## src/rtl/udp_tx_arbiter.sv

```systemverilog
// udp_tx_arbiter: packet-level round-robin arbiter that shares one 64-bit
// UDP TX AXI-Stream path between NUM_CH user channels. The UDP metadata
// (ports, length) is latched at grant and held until the next grant.
// Beats of different packets are never interleaved.
// Optional stall watchdog: define UDP_ARB_TIMEOUT_EN. It closes a stalled
// packet with a synthetic error beat, then drains the channel in FLUSH.
module udp_tx_arbiter #(
  parameter int NUM_CH      = 4,
  parameter int DATA_W      = 64,
  parameter int KEEP_W      = 8,
  parameter int TIMEOUT_CYC = 256
) (
  input  logic                     tx_axis_aclk,
  input  logic                     tx_axis_aresetn,
  input  logic [NUM_CH*DATA_W-1:0] ch_tx_axis_tdata,
  input  logic [NUM_CH*KEEP_W-1:0] ch_tx_axis_tkeep,
  input  logic [NUM_CH-1:0]        ch_tx_axis_tvalid,
  input  logic [NUM_CH-1:0]        ch_tx_axis_tlast,
  input  logic [NUM_CH-1:0]        ch_tx_axis_tuser,
  output logic [NUM_CH-1:0]        ch_tx_axis_tready,
  input  logic [NUM_CH*16-1:0]     ch_src_port,
  input  logic [NUM_CH*16-1:0]     ch_dst_port,
  input  logic [NUM_CH*16-1:0]     ch_length,
  output logic [DATA_W-1:0]        udp_tx_axis_tdata,
  output logic [KEEP_W-1:0]        udp_tx_axis_tkeep,
  output logic                     udp_tx_axis_tvalid,
  output logic                     udp_tx_axis_tlast,
  output logic                     udp_tx_axis_tuser,
  input  logic                     udp_tx_axis_tready,
  output logic [15:0]              udp_tx_src_port,
  output logic [15:0]              udp_tx_dst_port,
  output logic [15:0]              udp_tx_length,
  output logic [NUM_CH-1:0]        udp_tx_grant,
  output logic                     udp_tx_busy
);

  localparam int IDX_W = $clog2(NUM_CH);

`ifdef UDP_ARB_TIMEOUT_EN
  typedef enum logic [1:0] {ST_IDLE = 2'd0, ST_XFER = 2'd1, ST_FLUSH = 2'd2} state_t;
`else
  typedef enum logic [1:0] {ST_IDLE = 2'd0, ST_XFER = 2'd1} state_t;
`endif

  state_t            state_reg, state_next;
  logic [IDX_W-1:0]  rr_ptr_reg;
  logic [IDX_W-1:0]  grant_idx_reg;
  logic [NUM_CH-1:0] grant_reg;
  logic [15:0]       src_port_reg, dst_port_reg, length_reg;

  logic              pick_valid;
  logic [IDX_W-1:0]  pick_idx;
  logic [IDX_W-1:0]  cand;
  logic              gnt_valid, gnt_user, beat_fire;
  logic              synth_active, flush_active, xfer_ready;

  // Per-channel views of the flattened input buses
  logic [DATA_W-1:0] ch_data [NUM_CH];
  logic [KEEP_W-1:0] ch_keep [NUM_CH];
  logic [15:0]       ch_src  [NUM_CH];
  logic [15:0]       ch_dst  [NUM_CH];
  logic [15:0]       ch_len  [NUM_CH];

  genvar gi;
  generate
    for (gi = 0; gi < NUM_CH; gi++) begin : g_split
      assign ch_data[gi] = ch_tx_axis_tdata[gi*DATA_W +: DATA_W];
      assign ch_keep[gi] = ch_tx_axis_tkeep[gi*KEEP_W +: KEEP_W];
      assign ch_src[gi]  = ch_src_port[gi*16 +: 16];
      assign ch_dst[gi]  = ch_dst_port[gi*16 +: 16];
      assign ch_len[gi]  = ch_length[gi*16 +: 16];
      // Only the granted channel ever sees ready
      assign ch_tx_axis_tready[gi] = grant_reg[gi] & (xfer_ready | flush_active);
    end
  endgenerate

  function automatic logic [IDX_W-1:0] wrap_inc(input logic [IDX_W-1:0] v);
    return (v == IDX_W'(NUM_CH - 1)) ? '0 : v + 1'b1;
  endfunction

  assign gnt_valid  = ch_tx_axis_tvalid[grant_idx_reg];
  assign gnt_user   = ch_tx_axis_tuser[grant_idx_reg];
  assign beat_fire  = udp_tx_axis_tvalid & udp_tx_axis_tready;
  assign xfer_ready = (state_reg == ST_XFER) & ~synth_active & udp_tx_axis_tready;

  assign udp_tx_src_port = src_port_reg;
  assign udp_tx_dst_port = dst_port_reg;
  assign udp_tx_length   = length_reg;
  assign udp_tx_grant    = grant_reg;
  assign udp_tx_busy     = (state_reg != ST_IDLE);

`ifdef UDP_ARB_TIMEOUT_EN
  localparam int CNT_W = $clog2(TIMEOUT_CYC + 1);
  logic [CNT_W-1:0] stall_cnt_reg;
  logic             synth_reg;
  logic             gnt_last;

  assign gnt_last     = ch_tx_axis_tlast[grant_idx_reg];
  assign synth_active = synth_reg;
  assign flush_active = (state_reg == ST_FLUSH);

  // Stall watchdog: count consecutive bubble cycles, arm the synthetic beat at the limit
  always_ff @(posedge tx_axis_aclk or negedge tx_axis_aresetn) begin
    if (!tx_axis_aresetn) begin
      stall_cnt_reg <= '0;
      synth_reg     <= 1'b0;
    end else if (state_reg != ST_XFER) begin
      stall_cnt_reg <= '0;
      synth_reg     <= 1'b0;
    end else if (synth_reg) begin
      stall_cnt_reg <= '0;
      if (beat_fire) synth_reg <= 1'b0;
    end else if (gnt_valid) begin
      stall_cnt_reg <= '0;
    end else if (stall_cnt_reg == CNT_W'(TIMEOUT_CYC - 1)) begin
      stall_cnt_reg <= '0;
      synth_reg     <= 1'b1;
    end else begin
      stall_cnt_reg <= stall_cnt_reg + 1'b1;
    end
  end
`else
  assign synth_active = 1'b0;
  assign flush_active = 1'b0;
`endif

  // Round-robin search: first requester at or after rr_ptr, with wrap
  always_comb begin
    pick_valid = 1'b0;
    pick_idx   = '0;
    cand       = rr_ptr_reg;
    for (int i = 0; i < NUM_CH; i++) begin
      if (!pick_valid && ch_tx_axis_tvalid[cand]) begin
        pick_valid = 1'b1;
        pick_idx   = cand;
      end
      cand = wrap_inc(cand);
    end
  end

  // State register
  always_ff @(posedge tx_axis_aclk or negedge tx_axis_aresetn) begin
    if (!tx_axis_aresetn) state_reg <= ST_IDLE;
    else                  state_reg <= state_next;
  end

  // Next-state logic
  always_comb begin
    state_next = state_reg;
    case (state_reg)
      ST_IDLE: if (pick_valid) state_next = ST_XFER;
      ST_XFER: begin
        if (beat_fire && udp_tx_axis_tlast) begin
`ifdef UDP_ARB_TIMEOUT_EN
          state_next = synth_reg ? ST_FLUSH : ST_IDLE;
`else
          state_next = ST_IDLE;
`endif
        end
      end
`ifdef UDP_ARB_TIMEOUT_EN
      ST_FLUSH: if (gnt_valid && gnt_last) state_next = ST_IDLE;
`endif
      default: state_next = ST_IDLE;
    endcase
  end

  // Output mux: granted channel's beat, or the synthetic error beat after a timeout
  always_comb begin
    udp_tx_axis_tdata  = '0;
    udp_tx_axis_tkeep  = '0;
    udp_tx_axis_tvalid = 1'b0;
    udp_tx_axis_tlast  = 1'b0;
    udp_tx_axis_tuser  = 1'b0;
    if (state_reg == ST_XFER) begin
      if (synth_active) begin
        udp_tx_axis_tkeep  = KEEP_W'(1);
        udp_tx_axis_tvalid = 1'b1;
        udp_tx_axis_tlast  = 1'b1;
        udp_tx_axis_tuser  = 1'b1;
      end else begin
        udp_tx_axis_tdata  = ch_data[grant_idx_reg];
        udp_tx_axis_tkeep  = ch_keep[grant_idx_reg];
        udp_tx_axis_tvalid = gnt_valid;
        udp_tx_axis_tlast  = ch_tx_axis_tlast[grant_idx_reg];
        udp_tx_axis_tuser  = gnt_user;
      end
    end
  end

  // Grant, metadata latch and round-robin pointer update
  always_ff @(posedge tx_axis_aclk or negedge tx_axis_aresetn) begin
    if (!tx_axis_aresetn) begin
      rr_ptr_reg    <= '0;
      grant_idx_reg <= '0;
      grant_reg     <= '0;
      src_port_reg  <= '0;
      dst_port_reg  <= '0;
      length_reg    <= '0;
    end else if (state_reg == ST_IDLE && pick_valid) begin
      grant_idx_reg <= pick_idx;
      grant_reg     <= NUM_CH'(1) << pick_idx;
      src_port_reg  <= ch_src[pick_idx];
      dst_port_reg  <= ch_dst[pick_idx];
      length_reg    <= ch_len[pick_idx];
    end else if (state_reg != ST_IDLE && state_next == ST_IDLE) begin
      grant_reg     <= '0;
      rr_ptr_reg    <= wrap_inc(grant_idx_reg);
    end
  end

endmodule

```

## config.mk

```make
export PLATFORM = sky130hd
export DESIGN_NAME = udp_tx_arbiter
export DESIGN_NICKNAME = d
export VERILOG_FILES = /design/src/rtl/udp_tx_arbiter.sv
export SDC_FILE = /design/constraint.sdc
export NUM_CORES = 1
export LEC_CHECK = 0
export CAP_MARGIN = 10
export CORE_AREA = 10 10 238 240
export CTS_BUF_LIST = sky130_fd_sc_hd__clkbuf_8
export DETAILED_ROUTE_END_ITERATION = 12
export DIE_AREA = 0 0 248 250
export DONT_BUFFER_PORTS = 1
export PLACE_DENSITY = 0.3
export SLEW_MARGIN = 20
export SYNTH_ARGS = -nofsm -noshare
export SYNTH_HDL_FRONTEND = slang
export SYNTH_SLANG_ARGS = --single-unit
```

## constraint.sdc

```tcl
create_clock -name tx_axis_aclk -period 2.8 [get_ports tx_axis_aclk]
set_input_delay 0.28 -clock tx_axis_aclk [delete_from_list [all_inputs] [get_ports tx_axis_aclk]]
set_output_delay 0.28 -clock tx_axis_aclk [all_outputs]
set_load 0.005 [all_outputs]
```

==> out/metrics.yaml, run 1 <==
die:
  die_h_um: 250
  core-area_mm2: 0.0520
  pin_count: 627
  rows: 84
  dieWidth_um: 248
  die_area_mm2: 0.0620
  start_util_pct: 11.5
job:
  maxCapViolCount: 0
setup_path:
  worst_setup_path_start_kind: "flop"
  path_cells: "ha_4 -> buf_6 -> or3_1 -> a21o_1 -> o22ai_2 -> a21oi_1 -> a31oi_1 -> buf_4 -> or2_4 -> buf_4 -> buf_12 -> o221ai_1"
  rr_endpoint: "udp_tx_length[2]$_DFFE_PN0P_"
  crit_path_end_kind: "flop"
  worstPathRequired_ns: 3.04
  r2r-start: "rr_ptr_reg[1]$_DFFE_PN0P_"
  worst-path-max-fanout: 10
  ff2ff_path_depth: 12
  cp_slowest_cell: "dfrtp_1"
  critPathLaunch: "rr_ptr_reg[1]$_DFFE_PN0P_"
  cpMostUsedCell: "buf_4"
  cp_slowest_stage_delay_ns: 0.41
  path_class: "reg2reg"
  critical_path_arrival_ns: 2.90
  reg2reg_slack_ns: 0.14
  crit_end: "udp_tx_length[2]$_DFFE_PN0P_"
place:
  placement.io_buffers: 0
  dp_cells: 1190
  gp_congestion: 0.761
  dpl.hpwl_mm: 31.1
timing:
  hold_violations: 0
  period_needed_ns: 2.66
  setup_tns_ns: 0
  period_share_pct: 95.1
  worst_pin_slew_ns: 0.634
  setup_violations: 0
  fin_worst_skew_ns: 0.00623
  relSlewSlack_pct: 57.7
  fmax_mhz: 376
  final_max_slew_viol_count: 0
synth:
  synthArstFlopShare_pct: 100
  synth_cell_types: 43
  yosysTopAreaCell: "mux4_2"
  synth.net_count: 1033
  syn_area_per_cell_um2: 11.2
  synthCells: 536
  synth-edff-count: 0
  synth-seq-area-share_pct: 24.2
  netlist.area_leader.share_pct: 28.9
  synth_area_leaders: "mux4_2 (29%), dfrtp_1 (24%), mux2i_1 (16%), and2_1 (7.9%), o221ai_1 (7.2%)"
  ys_warn_count: 0
  ys.flop_type: "dfrtp_1"
  synth_seq_cells: 58
  syn_area_mm2: 0.00599
pwr:
  leakagePower_nw: 2.75
  irDropWorstVdd_uv: 920
  p_per_area_mw_per_mm2: 1360
global_route:
  grt_max_degree: 74
  grt_first_pass_wirelength_mm: 48.5
  grt_pass1_vias: 5656
  track_usage_pct: 10.9
  grt_remaining_overflow: 0
  antenna_found_initial: 14
route:
  wl_met2_mm: 19.9
  top_layer: "met5"
  wl_met3_mm: 4.29
  ant_nets: 0
  wl_met1_mm: 13.1
  dr.pass1.iters: 5
  totalWireLength_mm: 37.9
  remaining_drc_errors: 0
  vias: 5063
  drtIter0Drc: 226
  routed_via_density: 4.12
  wire_per_inst_um: 30.8
outcome:
  run_status: "finished, final reports clean"
cells_and_area:
  final_cell_mix: "mux2i_1 (97), mux4_2 (77), and2_1 (76)"
  syn2layout_area_growth_pct: 25.1
  layout_commonest_cell: "mux2i_1"
  nets: 1027
  fill_cells: 5855
  drive_gt1_share_pct: 28.4
  fin_cells: 1230
clocking:
  clk_pin_slew_ns: 0.08
  cts.path.max_buffers: 2
  clk_latency_ns: 0.39
  cts-root-buf: "clkbuf_8"
  cts.sinks: 58
  cts_tree: "done"
  cts_buffers: 9
  htreeDepth: 3
hold_path:
  hp-start: "ch_length[10]"
  hold_path_class: "in2reg"
[routing by layer]
layer / track usage [%] / up-vias
met5: 0 / -
met4: 3.43 / 2
met3: 4.30 / 35
met2: 19.8 / 399
met1: 11.3 / 2531
li1: - / 2096
[worst max-delay path: cells and delay by family, from the launching register on]
family	cells	cell delay, ns
and+or+nand+nor	2	0.50
AOI/OAI and AO/OA	5	0.76
buffers and inverters	4	0.55
adders and majority gates	1	0.28
DFF	1	0.41
[what timing repair did]
action | 4_1_cts | 5_1_grt
setup buffers | 0 | 6
gates cloned | 1 | 8
endpoints found under the setup margin | 41 | 46
gates resized for setup | 3 | 12
pin swaps | 0 | 2
hold buffers | 2 | 0
hold endpoints to repair | 58 | 0
[where the power goes]
part	total [W]	leakage (nW)	internal, W	switching (W)
clock network	0.00111	0.129	0.000681	0.000426
logic	0.00738	1.91	0.00374	0.00363
registers	0.00173	0.717	0.00126	0.000465
[cells in the mapped netlist, types with 3 or more instances]
library cell / n
mux4_2: 77
buf_4: 10
and3_1: 5
buf_1: 4
clkbuf_1: 29
buf_2: 15
o21ai_0: 3
mux2i_1: 98
nand2b_1: 4
nand2_1: 57
o21ai_1: 5
dfrtp_1: 58
and2_1: 76
mux2_2: 3
a21oi_1: 6
o221ai_1: 49
nor2_1: 4
[metrics by stage]
step	total power, W	cell area (um^2)	hold slack [ns]	util [%]	setup WS, ns
2_1_floorplan	0.00660	5990	-0.0156	-	0.274
5_1_grt	0.0110	7500	0.104	14.4	-0.000421
6_report	0.0102	7500	0.126	14.4	0.137
3_3_place_gp	0.00833	6890	-0.0116	13.2	-0.00449
4_1_cts	0.00971	7240	0.0750	13.9	0.0564
3_5_place_dp	0.00830	6890	-0.0128	13.2	-0.0436
[worst min-delay path by stage]
stage	endpoint	depth (start not counted)	slack, ns
2_1_floorplan	grant_idx_reg[0]$_DFFE_PN0P_	0	-0.02
3_3_place_gp	udp_tx_src_port[13]$_DFFE_PN0P_	0	-0.01
3_5_place_dp	udp_tx_src_port[13]$_DFFE_PN0P_	0	-0.01
4_1_cts	udp_tx_length[15]$_DFFE_PN0P_	2	0.08
5_1_grt	udp_tx_length[4]$_DFFE_PN0P_	2	0.10
6_report	udp_tx_length[10]$_DFFE_PN0P_	2	0.13
[kinds of logic after synthesis]
family	Yosys count	share of synthesized area, %
xor gates and xnor gates	1	0.146
adders and majority gates	2	0.417
AOI/OAI and AO/OA	79	10.6
and+or+nand+nor	154	13.5
buffers and inverters	63	5.20
muxes	178	45.9
other	1	0.0626
DFF	58	24.2
[layout make-up]
cell class,instances,area (um^2),area share (%)
sequential,58,1460,19.5
multi-input combinational,415,4300,57.3
tap,688,861,11.5
clock buffer,9,124,1.65
timing repair buffer,43,588,7.84
clock inverter,7,141,1.89
inverter,3,11.3,0.150
antenna,7,17.5,0.234
(Power assumes the default switching activity.)
==> run 2: changes to the inputs <==
--- a/config.mk
+++ b/config.mk
@@ -6,10 +6,10 @@
 export NUM_CORES = 1
 export LEC_CHECK = 0
 export CAP_MARGIN = 10
-export CORE_AREA = 10 10 238 240
+export CORE_AREA = 2 2 244 246
 export CTS_BUF_LIST = sky130_fd_sc_hd__clkbuf_8
 export DETAILED_ROUTE_END_ITERATION = 12
-export DIE_AREA = 0 0 248 250
+export DIE_AREA = 0 0 246 248
 export DONT_BUFFER_PORTS = 1
 export PLACE_DENSITY = 0.3
 export SLEW_MARGIN = 20
==> constraint.sdc (replaced) <==
create_clock -name tx_axis_aclk -period 2.8 [get_ports tx_axis_aclk]
set_input_delay 0.56 -clock tx_axis_aclk [delete_from_list [all_inputs] [get_ports tx_axis_aclk]]
set_output_delay 0.56 -clock tx_axis_aclk [all_outputs]
set_load 0.005 [all_outputs]
==> out/metrics.yaml, run 2 (synthesis results as in run 1) <==
outcome:
  run_status: "finished, final reports clean"  # unchanged
route:
  remaining_drc_errors: 0  # unchanged
  ant_nets: 0  # unchanged
  dr.pass1.iters: 5  # unchanged
  routed_via_density: 3.87  # was 4.12
  vias: 5112  # was 5063
  drtIter0Drc: 276  # was 226
  wire_per_inst_um: 25.7  # was 30.8 um
  totalWireLength_mm: 34.0  # was 37.9 mm
timing:
  setup_violations: 0  # unchanged
  hold_violations: 0  # unchanged
  final_max_slew_viol_count: 0  # unchanged
  period_needed_ns: 2.67  # was 2.66 ns
  fin_worst_skew_ns: 0.0164  # was 0.00623 ns
  relSlewSlack_pct: 61.9  # was 57.7%
  worst_pin_slew_ns: 0.572  # was 0.634 ns
  holdWs_ns: 0.0417  # was 0.126 ns
  setup_tns_ns: 0  # unchanged
  period_share_pct: 95.3  # was 95.1%
  rsz0062_at_grt: "yes"
  fmax_mhz: 375  # was 376 MHz
global_route:
  grt_pass1_vias: 5442  # was 5656
  antenna_found_initial: 16  # was 14
  grt_first_pass_wirelength_mm: 41.7  # was 48.5 mm
  grt_remaining_overflow: 0  # unchanged
  grt_max_degree: 59  # was 74
  track_usage_pct: 9.88  # was 10.9%
clocking:
  clk_pin_slew_ns: 0.08  # about the same
  cts.sinks: 58  # unchanged
  cts_tree: "done"  # unchanged
  cts_buffers: 9  # unchanged
  htreeDepth: 3  # unchanged
  clk_latency_ns: 0.38  # was 0.39 ns
  cts.path.max_buffers: 2  # unchanged
  cts-root-buf: "clkbuf_8"  # unchanged
setup_path:
  ff2ff_path_depth: 12  # unchanged
  critical_path.top_delay_family: "compound AO/OA/AOI/OAI gates"  # unchanged
  r2r-start: "rr_ptr_reg[1]$_DFFE_PN0P_"  # unchanged
  path_class: "reg2reg"  # unchanged
  rr_endpoint: "udp_tx_src_port[0]$_DFFE_PN0P_"  # was udp_tx_length[2]$_DFFE_PN0P_
  crit_buf_inv: 4  # unchanged
  worstPathRequired_ns: 3.03  # was 3.04 ns
  cp_slowest_cell: "dfrtp_1"  # unchanged
  cp_slowest_stage_delay_ns: 0.41  # about the same
  worst_setup_path_start_kind: "flop"  # unchanged
  worst-path-max-fanout: 9  # was 10
  crit_path_end_kind: "flop"  # unchanged
  critical_path_arrival_ns: 2.90  # about the same
  path_cells: "ha_4 -> buf_6 -> a21oi_1 -> o32a_1 -> o21ai_1 -> a31oi_2 -> a41oi_4 -> buf_6 -> buf_12 -> buf_16 -> mux2i_2 -> o221ai_1"  # was ha_4 -> buf_6 -> or3_1 -> a21o_1 -> o22ai_2 -> a21oi_1 -> a31oi_1 -> buf_4 -> or2_4 -> buf_4 -> buf_12 -> o221ai_1
  reg2reg_slack_ns: 0.13  # was 0.14 ns
  cpMostUsedCell: "buf_6"  # was buf_4
pwr:
  pwr-share-clk_pct: 8.6  # was 10.8%
  pwr-share-comb_pct: 74.6  # was 72.2%
  power_w: 0.0104  # was 0.0102 W
  seq_power_share_pct: 16.8  # was 16.9%
  power.net_switching_w: 0.00469  # was 0.00453 W
  p_per_area_mw_per_mm2: 1370  # was 1360 mW/mm^2
  swShare_pct: 45.2  # was 44.3%
  irDropWorstVdd_uv: 780  # was 920 uV
  internal_power_w: 0.00569  # about the same
  leakagePower_nw: 2.72  # was 2.75 nW
die:
  die_h_um: 248  # was 250 um
  core-area_mm2: 0.0585  # was 0.0520 mm^2
  dieWidth_um: 246  # was 248 um
  start_util_pct: 10.3  # was 11.5%
  rows: 89  # was 84
  pin_count: 627  # unchanged
  die_area_mm2: 0.0610  # was 0.0620 mm^2
hold_path:
  hold_path_class: "in2async"  # was in2reg
cells_and_area:
  syn2layout_area_growth_pct: 26.3  # was 25.1%
  final_cell_mix: "mux2i_1 (86), mux4_2 (77), and2_1 (76)"  # was mux2i_1 (97), mux4_2 (77), and2_1 (76)
  fill_cells: 6715  # was 5855
  seqCellArea_mm2: 0.00146  # unchanged
  layout_commonest_cell: "mux2i_1"  # unchanged
  multi_input_area_mm2: 0.00435  # was 0.00430 mm^2
  drive_gt1_share_pct: 30.5  # was 28.4%
  nets: 1030  # was 1027
place:
  placement.io_buffers: 0  # unchanged
  dpl.hpwl_mm: 27.4  # was 31.1 mm
  gp_congestion: 0.891  # was 0.761
job:
  maxCapViolCount: 0  # unchanged
==> run 2: cell count changes in the layout (fill, tap and decap cells not counted), moves of 3 or more <==
| cell | change |
|---|---|
| mux2i_2 | +9 |
| buf_12 | -5 |
| mux2i_1 | -11 |
| diode_2 | +3 |
| buf_4 | +10 |
==> run 2: timing repair <==
action                     CTS  global route
hold buffers                 1             0
hold endpoints to repair    58             0
setup buffers                3             5
resized for setup            2            22
gates cloned                 1             3
setup endpoints to repair   37            29
==> run 2: stage by stage <==
| step | std cells | instance area, um^2 | util [%] | worst slack, ns |
|---|---|---|---|---|
| CTS | 1303 | 7330 | 12.5 | 0.00161 |
| finish | 1321 | 7570 | 13.0 | 0.132 |
| detailed placement | 1282 | 7020 | 12.0 | -0.0776 |
| global route | 1321 | 7570 | 13.0 | -0.0440 |
| global placement | 1282 | 7020 | 12.0 | -0.0632 |
| floorplan | 536 | 5990 | - | 0.250 |
==> run 2: final cells by class <==
class	count	area share [%]
tap	773	12.8
clock buffer	9	1.64
clock inverter	7	1.14
antenna	10	0.331
multi-input combinational	415	57.4
timing repair buffer	46	7.27
inverter	3	0.149
sequential	58	19.3
==> run 2: worst max path at each step <==
stage	from	end	slack [ns]	cells after the start
2_1_floorplan	grant_idx_reg[0]$_DFFE_PN0P_	udp_tx_axis_tdata[0]	0.25	5
3_3_place_gp	rr_ptr_reg[0]$_DFFE_PN0P_	udp_tx_length[12]$_DFFE_PN0P_	-0.06	11
3_5_place_dp	rr_ptr_reg[0]$_DFFE_PN0P_	udp_tx_length[6]$_DFFE_PN0P_	-0.08	10
4_1_cts	grant_idx_reg[1]$_DFFE_PN0P_	udp_tx_axis_tdata[53]	0.002	3
5_1_grt	rr_ptr_reg[0]$_DFFE_PN0P_	udp_tx_src_port[0]$_DFFE_PN0P_	-0.04	12
6_report	rr_ptr_reg[1]$_DFFE_PN0P_	udp_tx_src_port[0]$_DFFE_PN0P_	0.13	12
==> run 2: worst register-to-register path: stages (launching register included) <==
cell,delay [ns]
dfrtp_1,0.41
ha_4,0.31
buf_6,0.13
a21oi_1,0.07
o32a_1,0.29
o21ai_1,0.17
a31oi_2,0.07
a41oi_4,0.21
buf_6,0.14
buf_12,0.14
buf_16,0.18
mux2i_2,0.24
o221ai_1,0.15
==> run 2: power by group through the flow <==
stage | sequential (W) | clock, W | combinational, W
3_5_place_dp | 0.00176 | 0 | 0.00685
2_1_floorplan | 0.00149 | 0 | 0.00511
5_1_grt | 0.00180 | 0.000984 | 0.00838
3_3_place_gp | 0.00179 | 0 | 0.00684
6_report | 0.00174 | 0.000894 | 0.00775
4_1_cts | 0.00177 | 0.000962 | 0.00722
==> run 2: per-layer routing <==
| layer | vias up | track usage [%] | share of wire [%] |
|---|---|---|---|
| li1 | 2106 | - | - |
| met1 | 2531 | 10.4 | 35 |
| met2 | 413 | 17.5 | 51 |
| met3 | 52 | 3.33 | 9.8 |
| met4 | 10 | 5.10 | 3.6 |
| met5 | - | 0 | 0.20 |
==> run 3: changes to the inputs <==
--- a/config.mk
+++ b/config.mk
@@ -12,7 +12,7 @@
 export DIE_AREA = 0 0 246 248
 export DONT_BUFFER_PORTS = 1
 export PLACE_DENSITY = 0.3
-export SLEW_MARGIN = 20
+export SLEW_MARGIN = 5
 export SYNTH_ARGS = -nofsm -noshare
 export SYNTH_HDL_FRONTEND = slang
 export SYNTH_SLANG_ARGS = --single-unit
==> constraint.sdc (replaced) <==
create_clock -name tx_axis_aclk -period 2.8 [get_ports tx_axis_aclk]
set_input_delay 0.28 -clock tx_axis_aclk [delete_from_list [all_inputs] [get_ports tx_axis_aclk]]
set_output_delay 0.28 -clock tx_axis_aclk [all_outputs]
set_load 0.005 [all_outputs]
==> out/metrics.yaml, run 3 (synthesis results as in run 1) <==
outcome:
  run_status: "finished, final reports clean"  # unchanged
clocking:
  cts.sinks: 58  # unchanged
  cts_buffers: 9  # unchanged
  cts-root-buf: "clkbuf_8"  # unchanged
  cts.path.max_buffers: 2  # unchanged
  clk_pin_slew_ns: 0.07  # was 0.08 ns
  clk_latency_ns: 0.38  # about the same
  htreeDepth: 3  # unchanged
  cts_tree: "done"  # unchanged
setup_path:
  worstPathRequired_ns: 3.05  # was 3.03 ns
  worst_setup_path_start_kind: "flop"  # unchanged
  reg2reg_slack_ns: 0.13  # about the same
  ff2ff_path_depth: 10  # was 12
  worst-path-max-fanout: 7  # was 9
  path_class: "reg2reg"  # unchanged
  critPathLaunch: "rr_ptr_reg[0]$_DFFE_PN0P_"  # was rr_ptr_reg[1]$_DFFE_PN0P_
  crit_path_end_kind: "flop"  # unchanged
  rr_endpoint: "udp_tx_length[11]$_DFFE_PN0P_"  # was udp_tx_src_port[0]$_DFFE_PN0P_
  critical_path_arrival_ns: 2.92  # was 2.90 ns
  r2r-start: "rr_ptr_reg[0]$_DFFE_PN0P_"  # was rr_ptr_reg[1]$_DFFE_PN0P_
cells_and_area:
  drive_gt1_share_pct: 32.2  # was 30.5%
  nets: 1029  # was 1030
  syn2layout_area_growth_pct: 29.9  # was 26.3%
  seqCellArea_mm2: 0.00146  # unchanged
  layout_commonest_cell: "mux2i_1"  # unchanged
  fill_cells: 6720  # was 6715
  multi_input_area_mm2: 0.00445  # was 0.00435 mm^2
  final_cell_mix: "mux2i_1 (79), mux4_2 (77), and2_1 (76)"  # was mux2i_1 (86), mux4_2 (77), and2_1 (76)
place:
  dpl.hpwl_mm: 27.5  # was 27.4 mm
  pre_cts_slack_ns: -0.172  # was -0.0776 ns
  placement.io_buffers: 0  # unchanged
  gp_congestion: 0.893  # was 0.891
global_route:
  antenna_found_initial: 18  # was 16
  grt_remaining_overflow: 0  # unchanged
  grt_pass1_vias: 5514  # was 5442
  grt_max_degree: 74  # was 59
  track_usage_pct: 9.91  # was 9.88%
  met3_usage_pct: 3.93  # was 3.33%
  grt_busiest_layer: "met2"  # unchanged
  grt_first_pass_wirelength_mm: 42.2  # was 41.7 mm
  use_met1_pct: 10.1  # was 10.4%
  grt.met2_usage_pct: 17.6  # was 17.5%
pwr:
  irDropWorstVdd_uv: 845  # was 780 uV
  leakagePower_nw: 2.75  # was 2.72 nW
  power_w: 0.0112  # was 0.0104 W
  p_per_area_mw_per_mm2: 1440  # was 1370 mW/mm^2
timing:
  fmax_mhz: 374  # was 375 MHz
  period_needed_ns: 2.67  # about the same
  final_critical_path_setup_slack_ns: 0.127  # was 0.132 ns
  relSlewSlack_pct: 56.3  # was 61.9%
  setup_tns_ns: 0  # unchanged
  hold_violations: 0  # unchanged
  rsz0062_at_grt: "yes"  # unchanged
  final_max_slew_viol_count: 0  # unchanged
  fin_worst_skew_ns: 0.0113  # was 0.0164 ns
  setup_violations: 0  # unchanged
  period_share_pct: 95.5  # was 95.3%
  worst_pin_slew_ns: 0.654  # was 0.572 ns
  holdWs_ns: 0.121  # was 0.0417 ns
die:
  die_area_mm2: 0.0610  # unchanged
  die_h_um: 248  # unchanged
  dieWidth_um: 246  # unchanged
  core-area_mm2: 0.0585  # unchanged
  pin_count: 627  # unchanged
  rows: 89  # unchanged
  start_util_pct: 10.3  # unchanged
hold_path:
  hold_depth: 2
  holdPathEnd: "udp_tx_length[10]$_DFFE_PN0P_"
  hp-start: "ch_length[10]"
  hold_path_class: "in2reg"  # was in2async
route:
  vias: 5180  # was 5112
  routed_via_density: 3.92  # was 3.87
  totalWireLength_mm: 34.0  # about the same
  drtIter0Drc: 245  # was 276
  ant_nets: 0  # unchanged
  dr.pass1.iters: 4  # was 5
  wire_per_inst_um: 25.8  # was 25.7 um
  remaining_drc_errors: 0  # unchanged
job:
  maxCapViolCount: 0  # unchanged
-- run 3: cell count changes in the layout (fill, tap and decap cells not counted), sizes merged --
cell,change
bufinv,+1
clkinv,-2
dlygate4sd3,+1
clkbuf,+3
buf,-5
diode,+1
clkinvlp,+1
-- run 3: worst max path at each step --
stage	cells after the start	end
final	10	udp_tx_length[11]$_DFFE_PN0P_
after global routing	11	udp_tx_length[13]$_DFFE_PN0P_
after CTS	11	udp_tx_dst_port[14]$_DFFE_PN0P_
after detailed placement	11	udp_tx_src_port[15]$_DFFE_PN0P_
after global placement	11	udp_tx_src_port[15]$_DFFE_PN0P_
after floorplan	11	udp_tx_length[4]$_DFFE_PN0P_
-- run 3: per-layer routing --
layer | wire (um) | vias up
li1 | - | 2105
met5 | 103 | -
met1 | 11700 | 2589
met3 | 3740 | 57
met4 | 1070 | 14
met2 | 17400 | 415
-- run 3: cell type report --
class / instances / share of cell area [%]
Timing Repair Buffer: 45 / 8.20
Inverter: 3 / 0.145
Tap cell: 773 / 12.4
Antenna cell: 11 / 0.354
Clock inverter: 7 / 1.41
Clock buffer: 9 / 1.59
Sequential cell: 58 / 18.7
Multi-Input combinational cell: 415 / 57.1
-- run 3: critical path, cell delays in order, from the launching register on --
cell       delay (ns)
dfrtp_1          0.41
ha_4             0.33
mux4_2           0.53
clkinv_1         0.08
a31oi_2          0.11
a41oi_4          0.22
buf_6            0.15
clkbuf_16        0.17
buf_4            0.12
mux2i_2          0.26
o221ai_1         0.15
-- run 3: what timing repair did --
item | CTS | global route
buffers inserted | 1 | 6
pin swaps | 0 | 2
hold buffers | 2 | 0
hold endpoints to repair | 58 | 0
setup endpoints to repair | 47 | 40
gates cloned | 1 | 7
gates resized for setup | 4 | 44
-- run 3: where the power goes --
group	total [W]	leakage, nW	switching, W	internal [W]
logic	0.00849	1.91	0.00407	0.00442
clock network	0.000991	0.122	0.000407	0.000583
registers	0.00170	0.717	0.000433	0.00126
total	0.0112	2.75	0.00491	0.00627
-- run 3: through the flow --
stage,utilization (%),cells,cell area [um^2]
final,13.3,1321,7790
after global routing,13.3,1319,7780
after CTS,12.6,1297,7340
after detailed placement,12.0,1277,7010
after global placement,12.0,1277,7010
after floorplan,-,536,5990
